### src/rtl/sync_fifo_buf.sv
// sync_fifo_buf: single-clock FIFO with registered read data, status flags, sticky errors and flush
module sync_fifo_buf #(
    parameter int DATA_W   = 8,
    parameter int DEPTH    = 16,
    parameter int AF_LEVEL = 14,
    parameter int AE_LEVEL = 2
) (
    input  logic                       clk,
    input  logic                       rst_n,
    input  logic                       wr_en,
    input  logic [DATA_W-1:0]          din,
    input  logic                       rd_en,
    output logic [DATA_W-1:0]          dout,
    output logic                       rd_valid,
    output logic                       full,
    output logic                       empty,
    output logic                       almost_full,
    output logic                       almost_empty,
    output logic [$clog2(DEPTH):0]     count,
    input  logic                       flush,
    output logic                       overflow,
    output logic                       underflow,
    input  logic                       clr_err
);
    localparam int AW = $clog2(DEPTH);
    localparam int CW = AW + 1;

    logic [DATA_W-1:0] mem [DEPTH];
    logic [AW-1:0]     wptr, rptr;
    logic              wr_acc, rd_acc;

    // Flags come from the registered count; flush blocks any transfer in its cycle
    always_comb begin
        full         = count == CW'(DEPTH);
        empty        = count == '0;
        almost_full  = count >= CW'(AF_LEVEL);
        almost_empty = count <= CW'(AE_LEVEL);
        wr_acc       = wr_en & ~full & ~flush;
        rd_acc       = rd_en & ~empty & ~flush;
    end

    // Storage array; contents need no reset
    always_ff @(posedge clk) begin
        if (wr_acc) mem[wptr] <= din;
    end

    // Pointers, occupancy and registered read port
    always_ff @(posedge clk or negedge rst_n) begin
        if (!rst_n) begin
            wptr     <= '0;
            rptr     <= '0;
            count    <= '0;
            dout     <= '0;
            rd_valid <= 1'b0;
        end else begin
            rd_valid <= rd_acc;
            if (rd_acc) dout <= mem[rptr];
            if (flush) begin
                wptr  <= '0;
                rptr  <= '0;
                count <= '0;
            end else begin
                if (wr_acc) wptr <= wptr + 1'b1;
                if (rd_acc) rptr <= rptr + 1'b1;
                count <= count + CW'(wr_acc) - CW'(rd_acc);
            end
        end
    end

    // Sticky error flags; a new error beats a simultaneous clear, flush cycles log nothing
    always_ff @(posedge clk or negedge rst_n) begin
        if (!rst_n) begin
            overflow  <= 1'b0;
            underflow <= 1'b0;
        end else begin
            overflow  <= (wr_en & full & ~flush) | (overflow & ~clr_err);
            underflow <= (rd_en & empty & ~flush) | (underflow & ~clr_err);
        end
    end
endmodule

### config.mk
export PLATFORM = sky130hd
export DESIGN_NAME = sync_fifo_buf
export DESIGN_NICKNAME = d
export VERILOG_FILES = /design/src/rtl/sync_fifo_buf.sv
export SDC_FILE = /design/constraint.sdc
export NUM_CORES = 1
export LEC_CHECK = 0
export CORE_ASPECT_RATIO = 0.7
export CORE_MARGIN = 5
export CORE_UTILIZATION = 38
export CTS_BUF_LIST = sky130_fd_sc_hd__clkbuf_4 sky130_fd_sc_hd__clkbuf_8
export DETAILED_ROUTE_END_ITERATION = 16
export DONT_BUFFER_PORTS = 1
export PLACE_DENSITY = 0.54
export SLEW_MARGIN = 15
export SYNTH_ARGS = -nofsm -noshare
export SYNTH_HDL_FRONTEND = slang
export SYNTH_SLANG_ARGS = --single-unit
### constraint.sdc
create_clock -name clk -period 4.23 [get_ports clk]
set_clock_uncertainty 0.05 [all_clocks]
set_input_delay 0.6345 -clock clk [delete_from_list [all_inputs] [get_ports clk]]
set_output_delay 0.6345 -clock clk [all_outputs]
set_load 0.1 [all_outputs]
# Yosys cells after proc, flatten, opt, wreduce, memory -nomap -nowiden
# Memory sizes are Yosys's and may differ from the RTL's. A register that Yosys moved wholly into a read port is not among the register bits.
# Cells that the tools add are included.
# totals
ram_bits	128
in_bits	14
mem_bits_ro	0
latchBits	0
mem_count	1
reg_bits	16
wordCells	41
# classes
add_sub_neg	4
multipliers	0
magnitude_cmp	2
div_mod_pow	0
bitwise_logic	16
reduce_logical	4
n_shift	0
n_eq_ne	1
muxes	7
# memory_table
name	depth	width	rd	rd_clocked_by_memory_dff	wr	line	rtl
mem	16	8	1	1	1	28	logic [DATA_W-1:0] mem [DEPTH];
# op_table
operator	count
$mux W4	4
$and A1 B1 Y1	10
$add A4 B1 Y4 const B	2
$add A5 B1 Y5	1
$eq A5 B5 Y1 const B	1
$ge A5 B4 Y1 const B	1
$le A5 B2 Y1 const B	1
$logic_not A5 Y1	1
$mux W5	1
$sub A5 B1 Y5	1
$not A1 Y1	4
$reduce_bool A2 Y1	2
$mux W1	2
$or A1 B1 Y1	2
$logic_not A1 Y1	1

# Depth between registers and ports, before layout
# logic_depth
word_depth	7
ltp_mapped	16
ltp_nobuf	14

# Worst setup path after synthesis
# Ideal clock, no wire load.
# synth_timing
path_type	register to register
startpoint	reg count[2]
endpoint	reg count[4]
setup_slack_ps	740
stages_incl_launch_ff	17
required_ps	4048
arrival_ps	3308
n_path_buf	2
path_cell_list	dfrtp_1 -> inv_1 -> ha_1 -> or4b_1 -> buf_4 -> nand2b_1 -> buf_2 -> inv_2 -> ha_1 -> inv_1 -> ha_1 -> inv_1 -> fa_1 -> o21bai_1 -> a21oi_1 -> xnor2_1 -> nor2_1
# synth_between
word_cells_on_any_way	11
classes_between	2 x add/sub; 1 x eq/ne; 1 x mux; 6 x bitwise; 1 x reduce/logical
# synth_rtl
element	line	rtl
from (decl)	19	output logic [$clog2(DEPTH):0] count,
from (signal assigned)	65	count <= count + CW'(wr_acc) - CW'(rd_acc);
$logic_not A5 Y1	35	empty = count == '0;
$not A1 Y1	39	rd_acc = rd_en & ~empty & ~flush;
$and A1 B1 Y1 (2 in a row)	39	
named net rd_acc	30	logic wr_acc, rd_acc;
$sub A5 B1 Y5	65	
$mux W5	58	if (flush) begin
# The timed path passes the listed nets, and every way through them passes these cells.
# A chain may end at the register's enable or synchronous reset.

# Worst setup path in the final report
# Same ends and word-level chain as after synthesis.

==> impl_metrics.yaml <==
floorplanning:
  die_h_um: 117
  die_w_um: 163
  fp.dieArea_um2: 19200
  start_util: 0.386
  pin_count: 34
  design.core.area_um2: 16200
  std_cell_rows: 39
place:
  detailed_place_hpwl_um: 9180
  gpl.final_weighted_congestion: 0.817
  port-buffer-count: 0
  place_worst_setup_slack_ps: 972
cts:
  worst_skew_pair.late_latency_ps: 440
  cts_post_setup_buffers_inserted: 0
  cts_tree: "yes"
  cts.sink_count: 152
  cts.hold.buffers_added: 2
  number_of_cts_inserted_buffers: 17
  htree_num_levels: 4
  ctsLongestPathBuffers: 2
  clk_pin_slew_worst_paths_ps: 90
  post_cts.resized_instances: 0
  clock-root-buffer: "clkbuf_8"
global_route:
  globalRoute.totalOverflow: 0
  via_count_of_the_first_global_routing_pass: 3298
  maximum_number_of_pins_on_one_net_before_global_route_repair: 25
  number_of_antenna_violations_at_the_first_check_in_global_routing: 1
  grt_pass1_wl_um: 20800
  globalRouteTotalUtil: 0.148
worst_setup_path:
  crit-reg2reg-capture: "count[4]"
  worst-path-max-fanout: 9
  max_stage_delay_ps: 600
  cpLargestDelayFamily: "adder cells"
  path_cells: "inv_1, ha_1, or4b_1, nand2b_1, inv_2, ha_1, inv_1, ha_1, inv_1, fa_1, o21bai_1, a21oi_1, xnor2_1, nor2_1"
  worst-path-buf-inv: 4
  launch_point_of_the_worst_reg_to_reg_path: "count[2]"
  reg2regPathDepth: 14
  worstSetupEndpointType: "register"
  worst-endpoint-arrival_ps: 3560
  setup.worst_path.start_class: "register"
  worstPathRequired_ps: 4520
  path_class: "reg -> reg"
  slowest_stage: "or4b_1"
  rrSetupSlack_ps: 970
synthesis:
  synth.lib_cells_used.distinct: 39
  syn-instance-count: 379
  post_synthesis_mean_instance_area_um2: 16.5
  synth-seq-area-share: 0.709
  synth-warning-count: 0
  syn_area_um2: 6260
  mappedNetlistNets: 410
  count_of_state_elements_after_synthesis: 152
drt:
  vias: 3215
  detail_route.vias_per_cell: 5.08
  drt_pre_antenna_iters: 5
  dr.first_iter.drc_count: 344
  drc_errors: 0
  routed_wire_length_per_instance_um: 21.2
  final_antenna_net_count: 0
  routed_wirelength_um: 13400
hold_path:
  hold_start: "flush"
  holdPathStages: 1
  min_delay_worst_endpoint: "count[1]"
  hp_class: "in -> reg"
cells_and_area:
  layout_cell_share_with_drive_strength_beyond_1: 0.164
  antenna_cells: 0
  multiInputGateArea_um2: 1670
  regArea_um2: 4450
  final_net_count: 426
  fill_cells: 1457
  areaGrowthSynthToFinish_pct: 11.5
  utilization: 0.430
sta:
  worst_slew_margin_rel: 0.357
  hold_viol: 0
  worst_hold_slack_ps: 181
  fin_ws_ps: 969
  min_tclk_post_route_ps: 3260
  final.period_utilization: 0.771
  rsz0062_at_grt: "false"
  fin_setup_tns_ps: 0
  setup_viol: 0
  max_slew.worst_pin.slew_ps: 965
  slew_viol_final: 0
  timing.fmax_mhz: 307
run:
  max_cap_violations: 0
power_and_ir_drop:
  power.density_nw_per_um2: 624
  cell_leakage_power_nw: 2.32
  vdd_drop_max_mv: 0.279
  power_mw: 4.36
outcome:
  status: "complete, no violations"
worst max path at each step:
stage	startpoint	endpoint	slack, ps	cells past startpoint
floorplan	count[2]	count[4]	740	16
global placement	count[2]	count[4]	1070	14
detailed placement	count[2]	count[4]	970	14
CTS	count[2]	count[4]	940	14
global route	count[2]	count[4]	710	14
finish	count[2]	count[4]	970	14
placed cells by master (no fill, tap or decap), drive strengths merged, types with 2 or more instances in the layout:
cell type / n
edfxtp: 128
mux2i: 32
a22oi: 24
dfrtp: 24
nor2: 23
nand3: 21
nand2: 19
clkbuf: 19
mux4: 16
ha: 16
inv: 16
buf: 13
clkinv: 7
nor3: 6
a21oi: 5
xor2: 5
xnor2: 4
nor2b: 4
clkinvlp: 4
nand2b: 4
bufinv: 3
o21bai: 2
flip-flops by register name, indices dropped and copies added, names as in the netlist:
register	count
underflow	1
overflow	1
mem	128
wptr	4
rd_valid	1
rptr	4
dout	8
count	5
kinds of logic (layout without fill, tap and decap cells):
logic type | after synthesis | after routing | share of synthesized area
AO/OA/AOI/OAI | 34 | 34 | 0.0387
buffers and inverters | 34 | 63 | 0.0244
flip-flops | 152 | 152 | 0.709
AND/OR/NAND/NOR | 85 | 85 | 0.0711
adder cells (fa/ha/maj) | 17 | 17 | 0.0352
XOR/XNOR | 9 | 9 | 0.0126
multiplexers | 48 | 48 | 0.109
cells in the mapped netlist (all sizes together):
cell     instances  share of area
nor4b            1         0.0038
mux2i           32          0.051
fa               1         0.0032
o21a             1         0.0012
nand4            1         0.0010
o22ai            1         0.0010
o32ai            1         0.0014
o21bai           2         0.0024
nand4bb          1         0.0018
nor2b            4         0.0040
xnor2            4         0.0056
clkinv           1         0.0014
mux4            16          0.058
buf             12          0.010
nor2            23          0.014
a22oi           24          0.029
nor3b            1         0.0020
nand2b           4         0.0044
or4b             1         0.0016
clkbuf           5         0.0032
dfrtp           24          0.096
nand3b           1         0.0012
inv             16         0.0096
and2             1         0.0010
nor3             6         0.0074
and3             1         0.0010
nand3           21          0.017
xor2             5         0.0070
a21oi            5         0.0040
nand2           19          0.011
ha              16          0.032
edfxtp         128           0.61
per-layer routing:
layer / vias to the layer above / routed length (um) / global-route usage
met4: 0 / 102 / 0.0377
met2: 92 / 5490 / 0.193
li1: 1477 / - / -
met3: 9 / 1100 / 0.0561
met1: 1637 / 6730 / 0.229
met5: - / 0 / 0
stage by stage:
step	instance area (um2)	cells
final	6990	633
after global routing	6990	633
after CTS	6990	633
after detailed placement	6550	599
after global placement	6550	599
after floorplan	6260	379
worst register-to-register path: stages, from the launching register on:
cell and delay, ps:
dfrtp_1 390, inv_1 100, ha_1 180, or4b_1 600, nand2b_1 340, inv_2 80
ha_1 300, inv_1 60, ha_1 160, inv_1 60, fa_1 410, o21bai_1 150
a21oi_1 100, xnor2_1 140, nor2_1 50
layout make-up:
class	instances	share of cell area
clock buffer	19	0.0356
clock inverter	13	0.0222
inverter	17	0.00985
multi-input combinational	193	0.239
sequential	152	0.636
tap	225	0.0403
timing repair buffer	14	0.0172
report_power, final:
part	internal, mW	total, mW	switching (mW)
combinational	0.355	1.09	0.738
clock	0.591	1.13	0.543
sequential	1.71	2.13	0.423
Power figures use the tool's default switching activity.
